**src/rtl/mem_arbiter.sv**
```systemverilog
// mem_arbiter: two-requester (fetch / load-store) arbiter in front of a
// single-port memory. One transaction in flight at a time:
// IDLE -> BUSY_I/BUSY_D -> DONE -> IDLE.
// Optional build macro MEM_ARBITER_RR_EN turns fixed data-first priority into
// round-robin on simultaneous requests.
module mem_arbiter #(
  parameter int ADDR_W = 32,
  parameter int DATA_W = 32
) (
  input  logic                clk,
  input  logic                reset,
  input  logic                if_req,
  input  logic [ADDR_W-1:0]   if_addr,
  output logic [DATA_W-1:0]   if_rdata,
  output logic                if_ack,
  input  logic                d_req,
  input  logic                d_we,
  input  logic [DATA_W/8-1:0] d_be,
  input  logic [ADDR_W-1:0]   d_addr,
  input  logic [DATA_W-1:0]   d_wdata,
  output logic [DATA_W-1:0]   d_rdata,
  output logic                d_ack,
  output logic                mem_req,
  output logic                mem_we,
  output logic [DATA_W/8-1:0] mem_be,
  output logic [ADDR_W-1:0]   mem_addr,
  output logic [DATA_W-1:0]   mem_wdata,
  input  logic [DATA_W-1:0]   mem_rdata,
  input  logic                mem_ready,
  output logic                busy
);

  typedef enum logic [1:0] {IDLE, BUSY_I, BUSY_D, DONE} state_t;

  state_t state, state_next;
  logic   grant_i, grant_d;
  logic   prefer_d;
  logic   in_busy;

`ifdef MEM_ARBITER_RR_EN
  // 1 when the data port received the most recent grant
  logic last_d;

  // remember who was granted last; reset value "fetch" lets data win first
  always_ff @(posedge clk) begin
    if (!reset)       last_d <= 1'b0;
    else if (grant_d) last_d <= 1'b1;
    else if (grant_i) last_d <= 1'b0;
  end

  assign prefer_d = ~last_d;
`else
  assign prefer_d = 1'b1;
`endif

  assign in_busy = (state == BUSY_I) || (state == BUSY_D);
  assign busy    = (state != IDLE);

  // state register
  always_ff @(posedge clk) begin
    if (!reset) state <= IDLE;
    else        state <= state_next;
  end

  // next state and grant decision; arbitration happens only in IDLE
  always_comb begin
    state_next = state;
    grant_i    = 1'b0;
    grant_d    = 1'b0;
    case (state)
      IDLE: begin
        if (d_req && (prefer_d || !if_req)) begin
          grant_d    = 1'b1;
          state_next = BUSY_D;
        end else if (if_req) begin
          grant_i    = 1'b1;
          state_next = BUSY_I;
        end
      end
      BUSY_I, BUSY_D: if (mem_ready) state_next = DONE;
      DONE:           state_next = IDLE;
      default:        state_next = IDLE;
    endcase
  end

  // memory-side request registers, read data capture and one-cycle acks
  always_ff @(posedge clk) begin
    if (!reset) begin
      mem_req   <= 1'b0;
      mem_we    <= 1'b0;
      mem_be    <= '0;
      mem_addr  <= '0;
      mem_wdata <= '0;
      if_rdata  <= '0;
      d_rdata   <= '0;
      if_ack    <= 1'b0;
      d_ack     <= 1'b0;
    end else begin
      if_ack <= 1'b0;
      d_ack  <= 1'b0;
      if (grant_d) begin
        mem_req   <= 1'b1;
        mem_we    <= d_we;
        mem_be    <= d_be;
        mem_addr  <= d_addr;
        mem_wdata <= d_wdata;
      end else if (grant_i) begin
        mem_req   <= 1'b1;
        mem_we    <= 1'b0;
        mem_be    <= '1;
        mem_addr  <= if_addr;
        mem_wdata <= '0;
      end
      // completion: fields stay put (only mem_req drops), ack lands in DONE
      if (in_busy && mem_ready) begin
        mem_req <= 1'b0;
        if (state == BUSY_I) begin
          if_rdata <= mem_rdata;
          if_ack   <= 1'b1;
        end else begin
          d_rdata <= mem_rdata;
          d_ack   <= 1'b1;
        end
      end
    end
  end

endmodule

```
**config.mk**
```make
export PLATFORM = sky130hd
export DESIGN_NAME = mem_arbiter
export DESIGN_NICKNAME = d
export VERILOG_FILES = /design/src/rtl/mem_arbiter.sv
export SDC_FILE = /design/constraint.sdc
export NUM_CORES = 1
export LEC_CHECK = 0
export CORE_MARGIN = 2
export CORE_UTILIZATION = 40
export CTS_BUF_LIST = sky130_fd_sc_hd__clkbuf_8
export DETAILED_ROUTE_END_ITERATION = 8
export GPL_ROUTABILITY_DRIVEN = 0
export PLACE_DENSITY = 0.81
export SLEW_MARGIN = 20
export SYNTH_ARGS = -nofsm -noshare
export SYNTH_HDL_FRONTEND = slang
export SYNTH_SLANG_ARGS = --single-unit
```
**constraint.sdc**
```tcl
create_clock -name clk -period 1.65 [get_ports clk]
set_input_delay 0.2475 -clock clk [delete_from_list [all_inputs] [get_ports clk]]
set_output_delay 0.2475 -clock clk [all_outputs]
set_load 0.01 [all_outputs]
```
==> summary.txt <==
Routing
  – Vias: 5,296
  – Total wire length: roughly 16 mm
  – 1st-iter DRT viols: about 370
  – Post-DR vias/cell: 5.01
  – DR WL/cell: roughly 15 µm
  – Detailed Routing Iterations Pass 1: 5
  – Drc violations: 0
  – Number of nets with antenna violations after routing: 0

Global routing
  – Initial antenna violation count: 0
  – First-pass GRT wire length: ~26 mm
  – Largest net degree at the start of global routing: 58
  – Grt total ovfl: 0
  – GRT Util Overall: 0.229
  – Vias in the first global route: slightly above 5,000

Floorplan
  – Io pins: between 200 and 300
  – Core ar.: 12,800 µm²
  – Initial core utilization: 0.414
  – Die Area: 14,100 µm²
  – Die W: ~120 µm
  – Cell Rows: a little over 40
  – Die Y: around 120 µm

Power and ir drop
  – Switch Pwr: between 0.003 and 0.004 W
  – Worst-case vdd ir drop: between 700 and 800 µV
  – Internal: between 0.007 and 0.008 W
  – Leakage: roughly 3.3 nW
  – Combinational power share: 0.414
  – Overall power: 0.0112 W
  – Flop pwr share: 0.387
  – Clk pwr share: 0.199
  – Switching share of power: 0.338
  – Power per cell area: between 1000 and 1500 nW/µm²

Cells and area
  – Filler cells: 1,054
  – # diodes: 0
  – Final instance area: 8560 µm²
  – Final Net Count: 1,016
  – Sequential cell area: around 2800 µm²
  – Layout Utilization: 0.670
  – Fraction of layout cells with a size suffix above 1: 0.0734
  – Synthesis-to-layout area growth: 62.1%
  – Footprint of the multi-input gates: approximately 2200 µm²

Timing
  – Clock Skews: between 0.01 and 0.015 ns
  – Minimum clock period: 1.59 ns
  – Max-slew violation total from the final report: 0
  – Slew of the pin with the lowest slew margin: approximately 0.85 ns
  – Rel. slew slack: 0.430
  – RSZ-0062 raised after global routing: yes
  – Period utilization: 0.966
  – Fmax: between 600 and 700 MHz
  – Final Hold Viols: 0
  – Endpoints failing setup: 0
  – Worst hold slack: around 0.20 ns

Synth
  – Syn nets: 753
  – Cell taking the most area after synthesis: dfxtp_1
  – Register area share after synthesis: 0.523
  – Count leader, synth: dfxtp_1
  – Synth top cells by count: dfxtp_1, nand2_1, a21oi_1, nor2_1, a22oi_1
  – Most used DFF post-synth: dfxtp_1
  – Netlist cell types: 34
  – Number of synthesized flops with an enable pin: 0
  – Top post-synthesis cells by area: dfxtp_1, nand2_1, a21oi_1, o2bb2ai_1, a22oi_1
  – Post-synth top area share: 0.523
  – Synthesized area: 5280 µm²
  – Synth Register Bits: 138
  – Ys Warns: 0
  – Post-synth ARST share: 0
  – Mean Syn Cell Area: ~8.6 µm²
  – Cell count after synthesis: approximately 610

Setup path
  – Kind of cell adding the most delay to the critical path: buffers and inverters
  – Critical path class: reg -> out
  – Critical path's largest stage delay: between 0.5 and 0.6 ns
  – Crit path arrival time: approximately 1.4 ns
  – Crit path max fanout: 2
  – Critical Path, Cell by Cell: clkdlybuf4s50_1
  – Slowest-stage cell, CP: clkdlybuf4s50_1
  – Crit end category: output port
  – Crit start category: flop
  – Critical path data required time: 1.40 ns
  – Critical path buffers and inverters: 1

Place
  – HPWL Detailed: roughly 11 mm
  – Post-DP Area: slightly above 8000 µm²
  – IO buf count: roughly 270

Flow run
  – Max-cap violations: 0

Clock tree
  – CTS tree: done
  – Clk buf depth: 2
  – Worst skew pair latency: 0.44 ns
  – Root Driver: clkbuf_8
  – H-tree levels: 4
  – Clk slew on worst S/H paths: ~0.070 ns
  – CTS Buf Count: 17
  – Clock sinks: approximately 140
  – CTS Hold Buffers Added: 0

Outcome
  – Run status: completed

Min path
  – Hold crit path type: in -> reg
-- layout make-up --
class / instances / share of cell area
Timing Repair Buffer: 298 / 0.356
Multi-Input combinational cell: 414 / 0.257
Inverter: 5 / 0.00219
Clock buffer: 18 / 0.0289
Tap cell: 172 / 0.0251
Clock inverter: 13 / 0.00775
Sequential cell: 138 / 0.323
-- timing repair --
| action | 4_1_cts | 5_1_grt |
|---|---|---|
| endpoints found under the setup margin | 1 | 12 |
| resized for setup | 7 | 13 |
| setup buffers | 3 | 0 |
| pin swaps | 1 | 0 |
| gates cloned | 0 | 0 |
-- final timing paths --
path,start,to,slack (ns),cells past startpoint
worst max-delay path,mem_addr[2]$_SDFFE_PN0P_,mem_addr[2],0.06,1
worst min-delay path,reset,d_rdata[30]$_SDFFE_PN0P_,0.20,3
worst max register to register,state[0]$_SDFFE_PN0P_,mem_be[2]$_SDFFE_PN0P_,0.07,7
worst min register to register,d_rdata[28]$_SDFFE_PN0P_,d_rdata[28]$_SDFFE_PN0P_,0.45,2
-- routing by layer --
| metal | global-route usage | vias to the layer above | wire, µm |
|---|---|---|---|
| met5 | 0 | - | 0 |
| met4 | 0.107 | 0 | 441 |
| met3 | 0.0699 | 31 | 1100 |
| met2 | 0.392 | 218 | 8210 |
| met1 | 0.262 | 2438 | 6570 |
| li1 | - | 2609 | - |
-- power by group through the flow --
stage          registers (W)  clock network (W)  logic [W]
6_report             0.00433            0.00223    0.00464
5_1_grt              0.00441            0.00245    0.00502
4_1_cts              0.00433            0.00229    0.00465
3_5_place_dp         0.00439                  0    0.00452
3_3_place_gp         0.00439                  0    0.00446
2_1_floorplan        0.00469                  0    0.00195
-- cell families after synthesis --
kind of cell | after synthesis | synth area share
mux | 1 | 0.00189
flops | 138 | 0.523
fa+ha+maj | 4 | 0.00947
compound gates | 203 | 0.249
simple gates | 206 | 0.153
buf+inv | 59 | 0.0632
-- flip-flops by register name, indices dropped and copies added, names as in the netlist --
signal,cells
mem_req,1
state,2
mem_we,1
if_ack,1
d_ack,1
d_rdata,32
if_rdata,32
mem_be,4
mem_addr,32
mem_wdata,32
-- through the flow --
stage / setup TNS [ns] / cells / worst slack (ns)
5_1_grt: -0.0171 / 1058 / -0.00950
4_1_cts: 0 / 1058 / 0.00160
6_report: 0 / 1058 / 0.0566
3_3_place_gp: -6.12 / 1024 / -0.190
3_5_place_dp: -6.27 / 1024 / -0.207
2_1_floorplan: 0 / 611 / 0.184
-- cells in the final DEF (no fill, tap or decap), types with 2 or more instances in the layout --
cell and n:
a211oi_1 2, a21boi_0 11, a21boi_1 7, a21oi_1 78, a22oi_1 33, and2_1 3
buf_12 9, buf_2 2, buf_4 15, clkbuf_8 18, clkdlybuf4s50_1 263, clkinv_2 7
dfxtp_1 137, dlymetal6s2s_1 9, ha_1 3, inv_1 6, inv_2 3, nand2_1 130
nor2_1 63, nor2b_1 3, o21ai_0 31, o221a_2 4, o2bb2ai_1 31
Note: power is estimated with default switching activity, not from simulation.
